<file path="src/rtl/lsu_mem_if.sv">
// Load/store unit between EX and the data-memory bus: one valid/ready transaction per
// memory instruction, with alignment faulting, lane steering and load extension.
module lsu_mem_if #(
    parameter int unsigned ADDR_W = 32
) (
    input  logic              clk,
    input  logic              rst,
    input  logic              req_valid,
    input  logic              req_load,
    input  logic              req_store,
    input  logic [1:0]        mem_len,
    input  logic              mem_sign,
    input  logic [ADDR_W-1:0] addr,
    input  logic [31:0]       wdata,
    output logic              stall,
    output logic              done,
    output logic              misalign,
    output logic [31:0]       rdata,
    output logic              m_valid,
    input  logic              m_ready,
    output logic              m_we,
    output logic [ADDR_W-1:0] m_addr,
    output logic [3:0]        m_be,
    output logic [31:0]       m_wdata,
    input  logic              m_rvalid,
    input  logic [31:0]       m_rdata
);
    localparam int unsigned LEN_W = 2;

    typedef enum logic [1:0] {S_IDLE, S_REQ, S_WAIT, S_DONE} state_t;

    state_t             state;
    state_t             state_nxt;
    logic [1:0]         lane_q;
    logic [LEN_W-1:0]   len_q;
    logic               sign_q;
    logic               fault_q;
    logic               op_c;
    logic               misaligned_c;
    logic [3:0]         be_c;
    logic [31:0]        wdata_rep_c;

    // Select and extend the addressed byte/half of a returned read word.
    function automatic logic [31:0] format_load(input logic [31:0] word, input logic [1:0] lane,
                                                input logic [LEN_W-1:0] len, input logic sign);
        logic [7:0]  b;
        logic [15:0] h;
        b = word[{lane, 3'b000} +: 8];
        h = word[{lane[1], 4'b0000} +: 16];
        case (len)
            2'd0:    format_load = {{24{sign & b[7]}}, b};
            2'd1:    format_load = {{16{sign & h[15]}}, h};
            default: format_load = word;
        endcase
    endfunction

    assign op_c = req_valid & (req_load | req_store);

    // Request decode: alignment, byte enables and lane replication.
    always_comb begin
        misaligned_c = 1'b0;
        be_c         = 4'hF;
        wdata_rep_c  = wdata;
        case (mem_len)
            2'd0: begin
                be_c        = 4'(4'b0001 << addr[1:0]);
                wdata_rep_c = {4{wdata[7:0]}};
            end
            2'd1: begin
                misaligned_c = addr[0];
                be_c         = 4'(4'b0011 << addr[1:0]);
                wdata_rep_c  = {2{wdata[15:0]}};
            end
            default: misaligned_c = |addr[1:0];
        endcase
    end

    always_ff @(posedge clk) begin
        if (rst) state <= S_IDLE;
        else     state <= state_nxt;
    end

    always_comb begin
        state_nxt = state;
        case (state)
            S_IDLE: if (op_c) state_nxt = misaligned_c ? S_DONE : S_REQ;
            S_REQ: begin
                if (m_ready) begin
                    if (m_we || m_rvalid) state_nxt = S_DONE;
                    else                  state_nxt = S_WAIT;
                end
            end
            S_WAIT:  if (m_rvalid) state_nxt = S_DONE;
            S_DONE:  state_nxt = S_IDLE;
            default: state_nxt = S_IDLE;
        endcase
    end

    // DONE never looks at the request, so a still-presented instruction is not re-accepted.
    always_comb begin
        m_valid  = (state == S_REQ);
        done     = (state == S_DONE);
        misalign = (state == S_DONE) & fault_q;
        stall    = ((state == S_IDLE) & op_c) | (state == S_REQ) | (state == S_WAIT);
    end

    // Request latch and load-result capture.
    always_ff @(posedge clk) begin
        if (rst) begin
            m_we    <= 1'b0;
            m_addr  <= '0;
            m_be    <= 4'h0;
            m_wdata <= 32'h0;
            rdata   <= 32'h0;
            lane_q  <= 2'b00;
            len_q   <= '0;
            sign_q  <= 1'b0;
            fault_q <= 1'b0;
        end else begin
            case (state)
                S_IDLE: begin
                    if (op_c) begin
                        if (misaligned_c) begin
                            fault_q <= 1'b1;
                        end else begin
                            m_we    <= req_store;
                            m_addr  <= {addr[ADDR_W-1:2], 2'b00};
                            m_be    <= be_c;
                            m_wdata <= wdata_rep_c;
                            lane_q  <= addr[1:0];
                            len_q   <= mem_len;
                            sign_q  <= mem_sign;
                        end
                    end
                end
                S_REQ: begin
                    if (m_ready && !m_we && m_rvalid)
                        rdata <= format_load(m_rdata, lane_q, len_q, sign_q);
                end
                S_WAIT: begin
                    if (m_rvalid)
                        rdata <= format_load(m_rdata, lane_q, len_q, sign_q);
                end
                S_DONE:  fault_q <= 1'b0;
                default: fault_q <= 1'b0;
            endcase
        end
    end
endmodule
</file>
<file path="config.mk">
export PLATFORM = sky130hd
export DESIGN_NAME = lsu_mem_if
export DESIGN_NICKNAME = d
export VERILOG_FILES = /design/src/rtl/lsu_mem_if.sv
export SDC_FILE = /design/constraint.sdc
export NUM_CORES = 1
export LEC_CHECK = 0
export BUFFER_PORTS_ARGS = -buffer_cell sky130_fd_sc_hd__clkbuf_2
export CORE_MARGIN = 4
export CORE_UTILIZATION = 48
export CTS_CLUSTER_SIZE = 28
export DETAILED_ROUTE_END_ITERATION = 6
export PLACE_DENSITY_LB_ADDON = 0.12
export SLEW_MARGIN = 10
export SYNTH_ARGS = -nofsm -noshare
export SYNTH_HDL_FRONTEND = slang
export SYNTH_SLANG_ARGS = --single-unit
</file>
<file path="constraint.sdc">
create_clock -name clk -period 2.15 [get_ports clk]
set_input_delay 0.43 -clock clk [delete_from_list [all_inputs] [get_ports clk]]
set_output_delay 0.43 -clock clk [all_outputs]
set_load 0.005 [all_outputs]
</file>
* Yosys cells after proc, flatten, opt, wreduce, memory -nomap -nowiden
Index checks and enable logic that the tools add are counted.
Storage, ports and cells: bits in registers 107, word-level logic and storage cells 63
Operators by class: eq/ne operators 10, shifts and indexed selects 4, mux-type cells 16, bitwise logic cells 9, reductions and logical operators 14
Operator list (count):
- $pmux 32 s2 | 3
- $mux 32 | 2
- $shiftx 32x6->16 | 1
- $shiftx 32x6->8 | 1
- $reduce_and 3->1 | 4
- $mux 2 | 4
- $pmux 2 s4 | 1
- $pmux 4 s2 | 1
- $eq 2x1->1 const B | 3
- $logic_not 2->1 | 3
- $ne 2x2->1 const B | 3
- $and 1x1->1 | 5
- $eq 2x2->1 const B | 2
- $ne 2x1->1 const B | 2
- $pmux 1 s2 | 2
- $reduce_bool 2->1 | 2
- $shl 1x2->4 const A | 1
- $shl 2x2->4 const A | 1
- $mux 1 | 3
- $or 1x1->1 | 3
- $logic_and 1x1->1 | 2
- $reduce_or 2->1 | 1
- $logic_not 1->1 | 1
- $logic_or 1x1->1 | 1
- $not 1->1 | 1

* Depth between registers and ports, before layout
Gate-level depths: netlist of the first run.
depth in word-level cells 5, depth in mapped cells 8, mapped depth without buffers 6

* Worst setup path after synthesis of the first run
No wires, ideal clock.
path kind reg2reg, start register state[1], end register rdata[16], setup time 0.144 ns, arrival 1.607 ns, required time 2.006 ns, slack 0.399 ns, stages on the path, launching flop included 8, path buffers 2, clock period less this slack 1.751 ns, cell sequence dfxtp_1 > inv_1 > ha_1 > and3b_1 > o21ai_2 > buf_2 > buf_2 > a221oi_1
On the way: longest elaborated chain between the ends 3
RTL lines:
- from (decl) | RTL line 32 | state_t state;
- from (signal assigned) | RTL line 80 | else state <= state_nxt;
- $eq 2x1->1 (*)
- net m_valid | RTL line 19 | output logic m_valid,
- $ne 2x1->1 (no source line) or $reduce_bool 2->1 (tied branches)
- $reduce_and 3->1 (no source line)
- to (signal assigned) | RTL line 138 | rdata <= format_load(m_rdata, lane_q, len_q, sign_q);
- to (signal assigned) | RTL line 142 | rdata <= format_load(m_rdata, lane_q, len_q, sign_q);
- to (decl) | RTL line 18 | output logic [31:0] rdata,
The timed path passes the listed nets; every way through them passes the cells marked *. A chain may end at the register's enable or synchronous reset.

* Worst setup path after layout of the first run
start register state[0], end output stall
On the way: longest elaborated chain between the ends 4
RTL lines:
- $logic_not 2->1 | RTL line 104 | stall = ((state == S_IDLE) & op_c) | (state == S_REQ) | (state == S_WAIT);
- $and 1x1->1 | RTL line 104
- $or 1x1->1 | RTL line 104
- $or 1x1->1 (*) | RTL line 104
- to (decl) | RTL line 15 | output logic stall,
Mark *: on every way between the ends. The rest lies on a longest branch, timed or not.

==> results of run 1 <==
## logic make-up (layout without fill, tap and decap cells)
| kind of cell | Yosys count | count (layout) | share of synthesized area (%) |
|---|---|---|---|
| simple gates | 219 | 219 | 18.2 |
| compound gates | 171 | 171 | 24.4 |
| flops | 107 | 107 | 43.0 |
| buf+inv | 86 | 276 | 7.62 |
| mux | 26 | 26 | 5.23 |
| fa+ha+maj | 5 | 5 | 1.26 |
| other cells | 1 | 2 | 0.0754 |
| xor+xnor | 1 | 1 | 0.176 |
## cell usage in the layout (no fill, tap or decap), types with 3 or more instances in the layout
cell	Yosys	routed
sky130_fd_sc_hd__a2111oi_0	7	6
sky130_fd_sc_hd__a211oi_1	10	10
sky130_fd_sc_hd__a21oi_1	61	61
sky130_fd_sc_hd__a221o_1	6	6
sky130_fd_sc_hd__a221oi_1	7	7
sky130_fd_sc_hd__a221oi_2	12	12
sky130_fd_sc_hd__a222oi_1	3	3
sky130_fd_sc_hd__a22oi_1	3	3
sky130_fd_sc_hd__a311oi_1	8	8
sky130_fd_sc_hd__buf_4	5	18
sky130_fd_sc_hd__clkbuf_2	0	207
sky130_fd_sc_hd__clkbuf_8	0	9
sky130_fd_sc_hd__dfxtp_1	107	105
sky130_fd_sc_hd__ha_1	5	4
sky130_fd_sc_hd__inv_1	34	32
sky130_fd_sc_hd__mux2i_1	26	26
sky130_fd_sc_hd__nand2_1	149	149
sky130_fd_sc_hd__nand2b_1	3	3
sky130_fd_sc_hd__nor2_1	35	35
sky130_fd_sc_hd__nor2b_1	9	9
sky130_fd_sc_hd__nor3_1	14	14
sky130_fd_sc_hd__o21ai_0	30	30
sky130_fd_sc_hd__o22ai_1	10	10
## path summary, 6_finish.rpt
| check | startpoint | endpoint | slack, ns | cells past startpoint |
|---|---|---|---|---|
| setup reg to reg | lane_q[1] | rdata[2] | 0.14 | 6 |
| setup / recovery | state[0] | stall | 0.11 | 5 |
| hold / removal | addr[7] | m_addr[7] | 0.27 | 3 |
| hold reg to reg | m_addr[11] | m_addr[11] | 0.46 | 2 |
## metal layers
metal	vias up	track usage, %	routed length, um
li1	2497	-	-
met1	2357	27.6	5800
met2	177	40.3	7110
met3	30	6.40	1180
met4	0	9.88	396
met5	-	0	0
## synth_stat cells (all sizes together)
cell | n | area share [%]
a222oi | 3 | 0.60
o31ai | 1 | 0.15
o211ai | 1 | 0.15
and3 | 1 | 0.13
or3b | 1 | 0.18
o22ai | 10 | 1.3
o32ai | 1 | 0.33
conb | 1 | 0.075
inv | 34 | 2.6
o21bai | 1 | 0.15
xor2 | 1 | 0.18
o41ai | 1 | 0.33
buf | 25 | 3.0
and3b | 1 | 0.18
a31oi | 1 | 0.13
a22oi | 3 | 0.45
and2 | 1 | 0.13
nor2 | 35 | 2.6
o211a | 1 | 0.20
a311oi | 8 | 1.4
a211oi | 10 | 1.5
ha | 5 | 1.3
and4b | 1 | 0.20
o21ai | 32 | 3.3
a221o | 6 | 1.2
or3 | 2 | 0.35
nor2b | 9 | 1.1
nor3 | 14 | 1.4
a21o | 1 | 0.15
a2111oi | 7 | 1.2
a32oi | 1 | 0.18
dfxtp | 107 | 43
or2 | 1 | 0.13
mux2i | 26 | 5.2
a311o | 1 | 0.20
a21oi | 63 | 6.6
clkbuf | 27 | 2.0
nand2b | 3 | 0.38
nand2 | 149 | 11
nand3 | 1 | 0.10
a221oi | 19 | 4.9
## metrics by stage
step / instances / hold slack [ns] / instance area (um2) / setup WS, ns
finish: 940 / 0.268 / 6380 / 0.106
global route: 940 / 0.262 / 6380 / 0.0371
CTS: 940 / 0.254 / 6360 / 0.0245
detailed placement: 925 / 0.448 / 6120 / 0.0382
global placement: 925 / 0.442 / 6120 / 0.139
floorplan: 617 / 0.448 / 4980 / 0.399
## registers in the layout, indices dropped and copies added, names as in the netlist
signal and count:
m_wdata 32, rdata 32, m_addr 30, m_be 4
lane_q 2, len_q 2, state 2, fault_q 1
m_we 1, sign_q 1
## layout make-up
type                       instances  area (um2)  share of cell area, %
multi-input combinational        424        2510                   39.3
sequential                       107        2150                   33.7
timing repair buffer             227        1210                   19.0
tap                              133         166                   2.61
inverter                          34         128                   2.00
clock buffer                       9         124                   1.94
clock inverter                     6        96.3                   1.51
## worst max-delay path: cells and delay by family, from the launching register on
family / cells / cell delay [ns]
buffers and inverters: 2 / 0.20
DFF: 1 / 0.38
and+or+nand+nor: 1 / 0.32
AOI/OAI and AO/OA: 1 / 0.17
adders and majority gates: 1 / 0.18
## power by group
group	leakage [uW]	internal, uW	switching, uW	total, uW
Clock	0.000108	667	723	1390
Combinational	0.00174	799	957	1760
Sequential	0.000872	2310	201	2510
## timing repair
action                                  in CTS  in global routing
resized for setup                            4                  6
endpoints found under the setup margin       1                  8
gates cloned                                 0                  0
pin swaps                                    0                  0
==> results.rst, run 1 <==
.. list-table::
   :header-rows: 1

   * - Metric
     - Value
   * - Worst Setup Path Type
     - reg2out
   * - Number of clock sinks
     - 107
   * - Result of the run
     - finished clean
   * - Stage delay of the slowest cell on the critical path
     - 0.38 ns
   * - Die W
     - 110 um
   * - H-tree depth
     - 3
   * - Clk buf depth
     - 2
   * - GPL Wtd Cong
     - 0.884
   * - Overall Power
     - 5660 uW
   * - Vias in the first global route
     - 4774
   * - Crit Path Max Fanout
     - 7
   * - Number of DRC markers after the initial detailed-route iteration
     - 245
   * - Average routed wire per standard cell
     - 15.4 um
   * - Effective utilization at floorplan
     - 50.0%
   * - Tcrit/Tclk final
     - 95.1%
   * - Initial DRT Pass Iterations
     - 5
   * - List of cells traversed by the critical path
     - inv_2, ha_4, o211a_4, or3_1, clkbuf_2
   * - Half-perimeter wire length after detailed placement
     - 10.9 mm
   * - Area added between synthesis and finish
     - 28.2%
   * - Final Hold Fails
     - 0
   * - Final period demand of the worst path
     - 2.04 ns
   * - Maximum Capacitance Violations
     - 0
   * - Cell row count
     - 36
   * - Initial antenna violation count
     - 0
   * - Number of max-slew violations in the final report
     - 0
   * - Antenna Diode Count
     - 0
   * - All-layer global routing usage
     - 23.5%
   * - Clock tree from TritonCTS
     - built
   * - Post-route DRC violation count
     - 0
   * - Cell Area, Synth
     - 0.00498 mm2
   * - Areal power density over the cells
     - 887 mW/mm2
   * - Endpoint arrival time on the critical path
     - 1.61 ns
   * - Total global routing overflow
     - 0
   * - Max rail drop VDD
     - 0.413 mV
   * - Leakage power
     - 0.00272 uW
   * - Final Util
     - 64.1%
   * - Transition time of the tightest slew-check pin
     - 0.705 ns
   * - Relative slew slack
     - 52.9%
   * - Routed via count
     - 5061
   * - Register bit total from synthesis
     - 107
   * - Overall die area
     - 0.0121 mm2
   * - IO Port Bufs
     - 208
   * - Final nets
     - 914
   * - First-pass GRT wire length
     - 22.6 mm
   * - Die Y
     - 110 um
   * - Total of warnings raised by yosys
     - 0
   * - Post-route ant nets
     - 0
   * - Proportion of layout cells with a drive suffix above 1
     - 33.1%
   * - Routed vias/inst
     - 5.38
   * - Total I/O pin count
     - 211
   * - Fill cell total of the finished layout
     - 933
   * - Mean area per synthesized cell
     - 8.08 um2
   * - Post-CTS Hold Fix Bufs
     - 0
   * - Clock transition at the registers of the reported paths
     - 0.10 ns
   * - RSZ-0062 raised after global routing
     - false
   * - Post-synthesis cell count
     - 616
   * - Clock insertion delay at the later pin of the skew report
     - 0.37 ns
   * - Worst clock skew
     - 0.00798 ns
   * - Aggregate negative setup slack
     - 0 ns
   * - Total setup buffers inserted after CTS
     - 0
   * - Nature of the critical path startpoint
     - flip-flop
   * - Setup-failing EPs final
     - 0
   * - Class of the tightest hold or removal check
     - in2reg
   * - Sequential element share of the synthesized area
     - 43.0%
   * - Area of the core
     - 0.00995 mm2
   * - Clk root buf
     - sky130_fd_sc_hd__clkbuf_8
   * - Unique cell type count in the Yosys netlist
     - 49
   * - Required arrival time at the worst endpoint
     - 1.72 ns
   * - Largest net degree at the start of global routing
     - 54
   * - Slowest cell on the critical path
     - sky130_fd_sc_hd__dfxtp_2
   * - Max frequency
     - 0.489 GHz
   * - Number of CTS-inserted buffers
     - 9
   * - Worst setup EP type
     - primary output
   * - Wire length reported by the detailed router
     - 14.5 mm
No activity file was read; power rests on OpenSTA's default activity.
==> run 2, diff against run 1 <==
--- a/config.mk
+++ b/config.mk
@@ -6,12 +6,12 @@
 export NUM_CORES = 1
 export LEC_CHECK = 0
 export BUFFER_PORTS_ARGS = -buffer_cell sky130_fd_sc_hd__clkbuf_2
-export CORE_MARGIN = 4
+export CORE_MARGIN = 1
 export CORE_UTILIZATION = 48
 export CTS_CLUSTER_SIZE = 28
 export DETAILED_ROUTE_END_ITERATION = 6
 export PLACE_DENSITY_LB_ADDON = 0.12
-export SLEW_MARGIN = 10
+export SLEW_MARGIN = 20
 export SYNTH_ARGS = -nofsm -noshare
 export SYNTH_HDL_FRONTEND = slang
 export SYNTH_SLANG_ARGS = --single-unit
==> run 2 against run 1 <==
  * Sequential share of layout area up 0.20 points
  * Non-clock buffer count down 2
  * Core utilization down 0.087 points
  * Sequential power about the same
  * Routed wire length down 3.2%
  * Power down 3.8%
  * Final cell count down 0.11%
  * Via count down 0.24%
  * Critical path depth unchanged
  * Clock skew up 0.0042 ns
  * Largest cell class unchanged
==> results.rst, run 2 (synthesized netlist as in run 1, its figures left out) <==
.. list-table::
   :header-rows: 1

   * - Metric
     - Value
   * - Result of the run
     - finished clean
   * - Overall Power
     - 5440 uW
   * - Total I/O pin count
     - 211
   * - Relative slew slack
     - 56.0%
   * - Routed vias/inst
     - 5.38
   * - Worst-case reg-to-reg path depth
     - 7
   * - Areal power density over the cells
     - 859 mW/mm2
   * - Part of the total power dissipated in the clock network
     - 21.8%
   * - Endpoint arrival time on the critical path
     - 1.64 ns
   * - Clk root buf
     - sky130_fd_sc_hd__clkbuf_8
   * - Post-route DRC violation count
     - 0
   * - Aggregate negative setup slack
     - 0 ns
   * - Maximum Capacitance Violations
     - 0
   * - Top library cells by usage in the layout, fill and taps aside
     - 207 x sky130_fd_sc_hd__clkbuf_2, 149 x sky130_fd_sc_hd__nand2_1, 105 x sky130_fd_sc_hd__dfxtp_1, 61 x sky130_fd_sc_hd__a21oi_1, 35 x sky130_fd_sc_hd__nor2_1
   * - Total setup buffers inserted after CTS
     - 0
   * - Sw Share
     - 34.2%
   * - Half-perimeter wire length after detailed placement
     - 10.4 mm
   * - Crit path capture
     - stall
   * - Max rail drop VDD
     - 0.418 mV
   * - Launch point of the worst path
     - state[1]
   * - Setup-failing EPs final
     - 0
   * - Leakage power
     - 0.00270 uW
   * - Pre-CTS setup slack
     - 0.0325 ns
   * - RSZ-0062 raised after global routing
     - false
   * - Startpoint of the most critical register-to-register path
     - state[1]
   * - Die Y
     - 104 um
   * - IO Port Bufs
     - 208
   * - Area added between synthesis and finish
     - 27.4%
   * - Biggest registers after layout
     - m_wdata x32, rdata x32, m_addr x30
   * - Average routed wire per standard cell
     - 14.9 um
   * - Post-Route Hold Slack
     - 0.261 ns
   * - Transition time of the tightest slew-check pin
     - 0.658 ns
   * - Initial antenna violation count
     - 0
   * - Number of CTS-inserted buffers
     - 9
   * - Area of the core
     - 0.00991 mm2
   * - Least setup slack across all paths after layout
     - 0.0815 ns
   * - Number of DRC markers after the initial detailed-route iteration
     - 229
   * - Max frequency
     - 0.483 GHz
   * - Leading cell type in the layout, fill and taps excluded
     - sky130_fd_sc_hd__clkbuf_2
   * - Worst setup EP type
     - primary output
   * - Post-route ant nets
     - 0
   * - Class of the tightest hold or removal check
     - in2reg
   * - Initial DRT Pass Iterations
     - 5
   * - Final nets
     - 912
   * - Worst Setup Path Type
     - reg2out
   * - Worst hold path depth
     - 3
   * - Number of clock sinks
     - 107
   * - Final period demand of the worst path
     - 2.07 ns
   * - Overall die area
     - 0.0108 mm2
   * - All-layer global routing usage
     - 26.0%
   * - Largest net degree at the start of global routing
     - 64
   * - Post-route non-filler standard cell count
     - 939
   * - First-pass GRT wire length
     - 22.8 mm
   * - Worst clock skew
     - 0.0122 ns
   * - Cell row count
     - 36
   * - H-tree depth
     - 3
   * - Combinational fraction of design power
     - 32.2%
   * - Effective utilization at floorplan
     - 50.2%
   * - Total internal power
     - 3580 uW
   * - Tcrit/Tclk final
     - 96.2%
   * - Antenna Diode Count
     - 0
   * - Number of max-slew violations in the final report
     - 0
   * - FF-to-FF End
     - rdata[3]
   * - Crit Path Max Fanout
     - 7
   * - Die W
     - 104 um
   * - Post-Place Cells
     - 923
   * - Routed via count
     - 5049
   * - Required arrival time at the worst endpoint
     - 1.72 ns
   * - Vias in the first global route
     - 4705
   * - Wire length reported by the detailed router
     - 14.0 mm
   * - Clk buf depth
     - 2
   * - R2R setup slack
     - 0.19 ns
   * - Register share of total power
     - 46.1%
   * - Post-CTS Hold Fix Bufs
     - 0
   * - GPL Wtd Cong
     - 0.811
   * - Final Hold Fails
     - 0
   * - Proportion of layout cells with a drive suffix above 1
     - 32.8%
   * - Nature of the critical path startpoint
     - flip-flop
   * - Clock insertion delay at the later pin of the skew report
     - 0.38 ns
   * - Clock tree from TritonCTS
     - built
   * - Clock transition at the registers of the reported paths
     - 0.11 ns
   * - Total global routing overflow
     - 0
   * - Power spent charging and discharging nets
     - 1860 uW
[run 2: cell types whose count changed in the layout (fill, tap and decap cells not counted)]
cell | previous run | this run
sky130_fd_sc_hd__buf_12 | 2 | 3
sky130_fd_sc_hd__buf_4 | 18 | 15
sky130_fd_sc_hd__bufinv_16 | 2 | 0
sky130_fd_sc_hd__clkbuf_1 | 0 | 1
sky130_fd_sc_hd__clkbuf_8 | 9 | 10
sky130_fd_sc_hd__clkinv_4 | 0 | 1
sky130_fd_sc_hd__clkinvlp_4 | 1 | 2
sky130_fd_sc_hd__inv_1 | 32 | 33
sky130_fd_sc_hd__inv_2 | 2 | 1
sky130_fd_sc_hd__inv_6 | 2 | 1
[run 2: per-layer routing]
layer / GRT usage (%) / vias to the layer above / share of wire (%)
li1: - / 2499 / -
met1: 31.2 / 2319 / 40
met2: 44.0 / 206 / 50
met3: 6.48 / 25 / 8.2
met4: 11.2 / 0 / 2.2
met5: 0 / - / 0
[run 2: final cells by class]
type                            instances  area [um2]
Clock buffer                           11         141
Fill cell                             919        3570
Tap cell                              133         166
Timing Repair Buffer                  225        1210
Sequential cell                       107        2150
Clock inverter                          5        43.8
Multi-Input combinational cell        424        2510
Inverter                               34         128
[run 2: how the worst min path moves through the flow]
stage | from | to
floorplan | rdata[14] | rdata[14]
global placement | m_addr[7] | m_addr[7]
detailed placement | m_addr[16] | m_addr[16]
CTS | addr[25] | m_addr[25]
global route | addr[12] | m_addr[12]
finish | addr[25] | m_addr[25]
[run 2: what timing repair did]
item                                    CTS  global route
endpoints found under the setup margin    1             7
pin swaps                                 0             0
gates resized for setup                   5             5
[run 2: worst max-delay path: stages (launching register included)]
cell                       delay (ns)
sky130_fd_sc_hd__dfxtp_4         0.38
sky130_fd_sc_hd__inv_1           0.09
sky130_fd_sc_hd__ha_4            0.19
sky130_fd_sc_hd__o211a_4         0.17
sky130_fd_sc_hd__or3_1           0.33
sky130_fd_sc_hd__clkbuf_2        0.12
[run 2: metrics by stage]
stage / cell area [um2] / utilization, %
floorplan: 4980 / -
global placement: 6120 / 61.8
detailed placement: 6120 / 61.8
CTS: 6320 / 63.8
global route: 6340 / 64.0
finish: 6340 / 64.0
[run 2: power groups by stage]
stage / clock network, uW / registers [uW] / logic (uW)
after floorplan: 0 / 2540 / 1010
after detailed placement: 0 / 2550 / 1720
after global placement: 0 / 2530 / 1670
final: 1180 / 2510 / 1750
after global routing: 1290 / 2550 / 1950
after CTS: 1210 / 2510 / 1730
